===== src/rtl/imem_loader.sv =====
// Program loader: assembles little-endian words from the debug UART byte
// stream and writes them into instruction memory until HALT, overflow or timeout.
module imem_loader #(
  parameter int unsigned ADDR_WIDTH     = 8,
  parameter logic [31:0] HALT_WORD      = 32'hFFFF_FFFF,
  parameter int unsigned TIMEOUT_CYCLES = 100000
) (
  input  logic                  clk,
  input  logic                  reset,
  input  logic                  start,
  input  logic [7:0]            rx_data,
  input  logic                  rx_valid,
  output logic                  write_en,
  output logic [31:0]           data,
  output logic [ADDR_WIDTH-1:0] addr_wr,
  output logic                  busy,
  output logic                  done,
  output logic                  error,
  output logic [6:0]            word_count
);

  localparam int unsigned CNT_W     = (TIMEOUT_CYCLES > 2) ? $clog2(TIMEOUT_CYCLES) : 1;
  localparam logic [6:0]  LAST_WORD = 7'((1 << (ADDR_WIDTH - 2)) - 1);

  typedef enum logic [1:0] {ST_IDLE, ST_LOAD, ST_DONE, ST_ERROR} state_t;

  state_t           state;
  logic [1:0]       byte_idx;
  logic [23:0]      asm_lo;
  logic [CNT_W-1:0] idle_cnt;
  logic [31:0]      full_word_c;

  // The completing byte lands directly in the top lane of the written word.
  assign full_word_c = {rx_data, asm_lo};

  always_ff @(posedge clk) begin
    if (!reset) begin
      state      <= ST_IDLE;
      byte_idx   <= 2'd0;
      asm_lo     <= 24'd0;
      idle_cnt   <= '0;
      write_en   <= 1'b0;
      data       <= 32'd0;
      addr_wr    <= '0;
      busy       <= 1'b0;
      done       <= 1'b0;
      error      <= 1'b0;
      word_count <= 7'd0;
    end else begin
      write_en <= 1'b0;
      case (state)
        ST_IDLE, ST_DONE, ST_ERROR: begin
          if (start) begin
            state      <= ST_LOAD;
            busy       <= 1'b1;
            done       <= 1'b0;
            error      <= 1'b0;
            word_count <= 7'd0;
            byte_idx   <= 2'd0;
            idle_cnt   <= '0;
          end
        end
        ST_LOAD: begin
          if (rx_valid) begin
            idle_cnt <= '0;
            if (byte_idx == 2'd3) begin
              data       <= full_word_c;
              addr_wr    <= ADDR_WIDTH'({word_count, 2'b00});
              write_en   <= 1'b1;
              word_count <= word_count + 7'd1;
              byte_idx   <= 2'd0;
              if (full_word_c == HALT_WORD) begin
                state <= ST_DONE;
                busy  <= 1'b0;
                done  <= 1'b1;
              end else if (word_count == LAST_WORD) begin
                state <= ST_ERROR;
                busy  <= 1'b0;
                error <= 1'b1;
              end
            end else begin
              case (byte_idx)
                2'd0:    asm_lo[7:0]   <= rx_data;
                2'd1:    asm_lo[15:8]  <= rx_data;
                default: asm_lo[23:16] <= rx_data;
              endcase
              byte_idx <= byte_idx + 2'd1;
            end
          end else if (byte_idx != 2'd0) begin
            // Inter-byte timeout: partial word is dropped without a write.
            if (idle_cnt == CNT_W'(TIMEOUT_CYCLES - 1)) begin
              state    <= ST_ERROR;
              busy     <= 1'b0;
              error    <= 1'b1;
              byte_idx <= 2'd0;
              idle_cnt <= '0;
            end else begin
              idle_cnt <= idle_cnt + CNT_W'(1);
            end
          end
        end
        default: state <= ST_IDLE;
      endcase
    end
  end

endmodule


===== config.mk =====
export PLATFORM = sky130hd
export DESIGN_NAME = imem_loader
export DESIGN_NICKNAME = d
export VERILOG_FILES = /design/src/rtl/imem_loader.sv
export SDC_FILE = /design/constraint.sdc
export NUM_CORES = 1
export LEC_CHECK = 0
export BUFFER_PORTS_ARGS = -buffer_cell sky130_fd_sc_hd__buf_2
export CAP_MARGIN = 20
export CORE_MARGIN = 8
export CORE_UTILIZATION = 54
export CTS_CLUSTER_DIAMETER = 200
export CTS_CLUSTER_SIZE = 12
export DETAILED_ROUTE_END_ITERATION = 8
export PLACE_DENSITY = 0.89
export SYNTH_ARGS = -nofsm -noshare
export SYNTH_HDL_FRONTEND = slang
export SYNTH_SLANG_ARGS = --single-unit

===== constraint.sdc =====
create_clock -name clk -period 2.7 [get_ports clk]
set_clock_uncertainty 0.15 [all_clocks]
set_input_delay 0.405 -clock clk [delete_from_list [all_inputs] [get_ports clk]]
set_output_delay 0.405 -clock clk [all_outputs]
set_load 0.005 [all_outputs]

==> impl_metrics.tcl <==
set metrics [dict create \
    avgSynthCellArea_sq_um 8.591 \
    clkSlewWorstSetupHoldPaths_ps 100 \
    ys_types 46 \
    synth.top_cell.area_share_pct 47.31 \
    yosys_register_bits 94 \
    antenna_found_initial 0 \
    setup_violations 0 \
    max_slew_margin_pct 55.62 \
    wire_per_inst_microns 14.97 \
    placementRows 31 \
    yosysWarnings 0 \
    min_path_type "in -> reg" \
    fin_crit_sh_pct 83.32 \
    cts.hold.buffers_added 0 \
    critPathArrivalTime_ps 2350 \
    synth_area_sq_um 3978 \
    cts_setup_buffers 0 \
    grt_pass1_vias 3276 \
    dr_total_vias 3390 \
    cp-end-kind "flop" \
    cts.repair.resized 0 \
    synth_area_leaders "dfxtp_1 47%, a21boi_0 12%, nand2_1 11%" \
    async_flop_share_pct 0 \
    cts_buffers 9 \
    fin_crit_ps 2250 \
    drt_wl_total_mm 9.249 \
    leakagePower_nw 1.643 \
    cts_num_sinks 94 \
    drt_iter0_drc 254 \
    peakVddDrop_uv 240.3 \
    worst_slew_pin_slew_ps 659.7 \
    dpl_cell_area_sq_um 4323 \
    diodes 0 \
    cts_tree "yes" \
    gp_congestion 0.9262 \
    ctsLongestPathBuffers 2 \
    ys.flop_type "dfxtp_1" \
    fin_tns_setup_ps 0 \
    htree_num_levels 3 \
    drc_errors 0 \
    grt_max_degree 72 \
    dr.pass1.iters 5 \
    fp.dieW_microns 101.8 \
    postRouteAntennaNets 0 \
    synth-edff-count 0 \
    status "finished clean" \
    final_area_sq_um 4577 \
    grt_pass1_wl_mm 15.47 \
    numPortBuffers 60 \
    slew_viol_final 0 \
    synthCells 463 \
    rsz0062_at_grt "false" \
    pin_count 63 \
    crit_path_max_fanout 10 \
    coreArea_sq_um 7176 \
    start_util_pct 55.43 \
    cts_root_buf "clkbuf_8" \
    crit_type "reg -> reg" \
    insertion_delay_ps 370 \
    rrSetupSlack_ps 450 \
    hpwl_mm 6.367 \
    die_h_microns 101.8 \
    seq_area_frac_synth_pct 47.31 \
    area_growth_pct 15.07 \
    yosysTopAreaCell "dfxtp_1" \
    fmax_ghz 0.4445 \
    drive_gt1_share_pct 17.73 \
    track_usage_pct 18.52 \
    dieArea_sq_um 10370 \
    nets 532 \
    hold_viol 0 \
    crit_path_start_kind "flop" \
    globalRouteOverflowTotal 0 \
    crit_required_ps 2800 \
    avgViaCountPerCell 5.485 \
    maxCapViolCount 0 \
    power_density_nw_per_um2 604.6 \
]
==> synth_stat cells (2+ instances only) <==
cell type and number:
and3_1 2, xnor2_1 13, nor3_1 6, buf_4 4, nand2b_1 2, nor2_1 27, nor4_1 3, nand3_1 28
nand4_1 13, o211ai_1 2, nor4_4 2, dfxtp_1 94, a21boi_0 66, o21ai_0 5, and2_1 4, nor2b_1 2
nand2_1 121, inv_1 6, a21oi_1 5, o21ai_2 2, and4_1 2, xor2_1 7, clkbuf_1 19, ha_1 6
==> area by class of cell <==
cell class | count | area [sq um]
fillers | 589 | 2599
multi-input cells | 339 | 1964
flip-flops and latches | 94 | 1882
repair buffers | 64 | 330.3
clock buffers | 10 | 137.6
well taps | 99 | 123.9
clock inverters | 6 | 116.4
inverters | 6 | 22.52
==> where the power goes <==
group          leakage (nW)  internal, mW  switching, mW
sequential            0.759          1.41         0.0214
clock                 0.127         0.648          0.507
combinational         0.757        0.0653          0.117
==> cells in the final DEF, fill, tap and decap left out, drive strengths merged, types with 2 or more instances in the layout <==
cell / count
xor2: 7
a21oi: 5
nand2: 121
nor4: 5
nand2b: 2
buf: 64
nor3: 6
and3: 2
and4: 3
nand4: 13
xnor2: 13
o21ai: 9
nor2b: 2
nand3: 28
inv: 8
a21boi: 67
o211ai: 2
ha: 6
and2: 4
conb: 2
bufinv: 3
dfxtp: 94
nor2: 27
clkbuf: 10
==> layer usage <==
| layer | routed length, microns | vias to the layer above | track usage (%) |
|---|---|---|---|
| li1 | - | 1670 | - |
| met4 | 153 | 0 | 8.239 |
| met5 | 0 | - | 0 |
| met1 | 4051 | 1589 | 22.05 |
| met2 | 4389 | 115 | 30.08 |
| met3 | 656 | 16 | 5.722 |
==> per-stage QoR <==
| step | hold WS, ps | instances | worst slack, ps | util [%] | total power [mW] |
|---|---|---|---|---|---|
| floorplan | 292.1 | 464 | 693.6 | - | 1.588 |
| global placement | 286.5 | 602 | 575.2 | 60.24 | 1.634 |
| detailed placement | 288.4 | 602 | 482.3 | 60.24 | 1.641 |
| CTS | 171.0 | 618 | 456.4 | 63.78 | 2.772 |
| global route | 185.3 | 618 | 260.7 | 63.78 | 2.857 |
| finish | 178.5 | 618 | 450.5 | 63.78 | 2.767 |
==> sequential cells by signal (all words and copies together) (netlist names) <==
signal	cells
done	1
byte_idx	2
word_count	7
error	1
idle_cnt	17
write_en	1
data	32
asm_lo	24
state	2
busy	1
addr_wr	6
==> cell families after synthesis <==
| kind of cell | Yosys count | share of synthesized area [%] |
|---|---|---|
| AO/OA/AOI/OAI | 91 | 17.14 |
| adder cells (fa/ha/maj) | 6 | 1.887 |
| XOR/XNOR | 20 | 4.404 |
| buffers and inverters | 31 | 3.460 |
| flip-flops | 94 | 47.31 |
| AND/OR/NAND/NOR | 220 | 25.70 |
| other | 1 | 0.09428 |
==> path summary, 6_finish.rpt <==
check         startpoint      endpoint  cells after the start
max          byte_idx[0]  idle_cnt[16]                      7
min           rx_data[1]      data[25]                      3
min reg2reg        error         error                      2
max reg2reg  byte_idx[0]  idle_cnt[16]                      7
==> worst max-delay path: stages, from the launching register on <==
cell and delay [ps]:
dfxtp_1 400, inv_1 100, ha_1 340, nand4bb_1 250, o211ai_1 290, nor4_1 400, xnor2_1 160, nor2_1 50
Note: power is estimated with default switching activity, not from simulation.
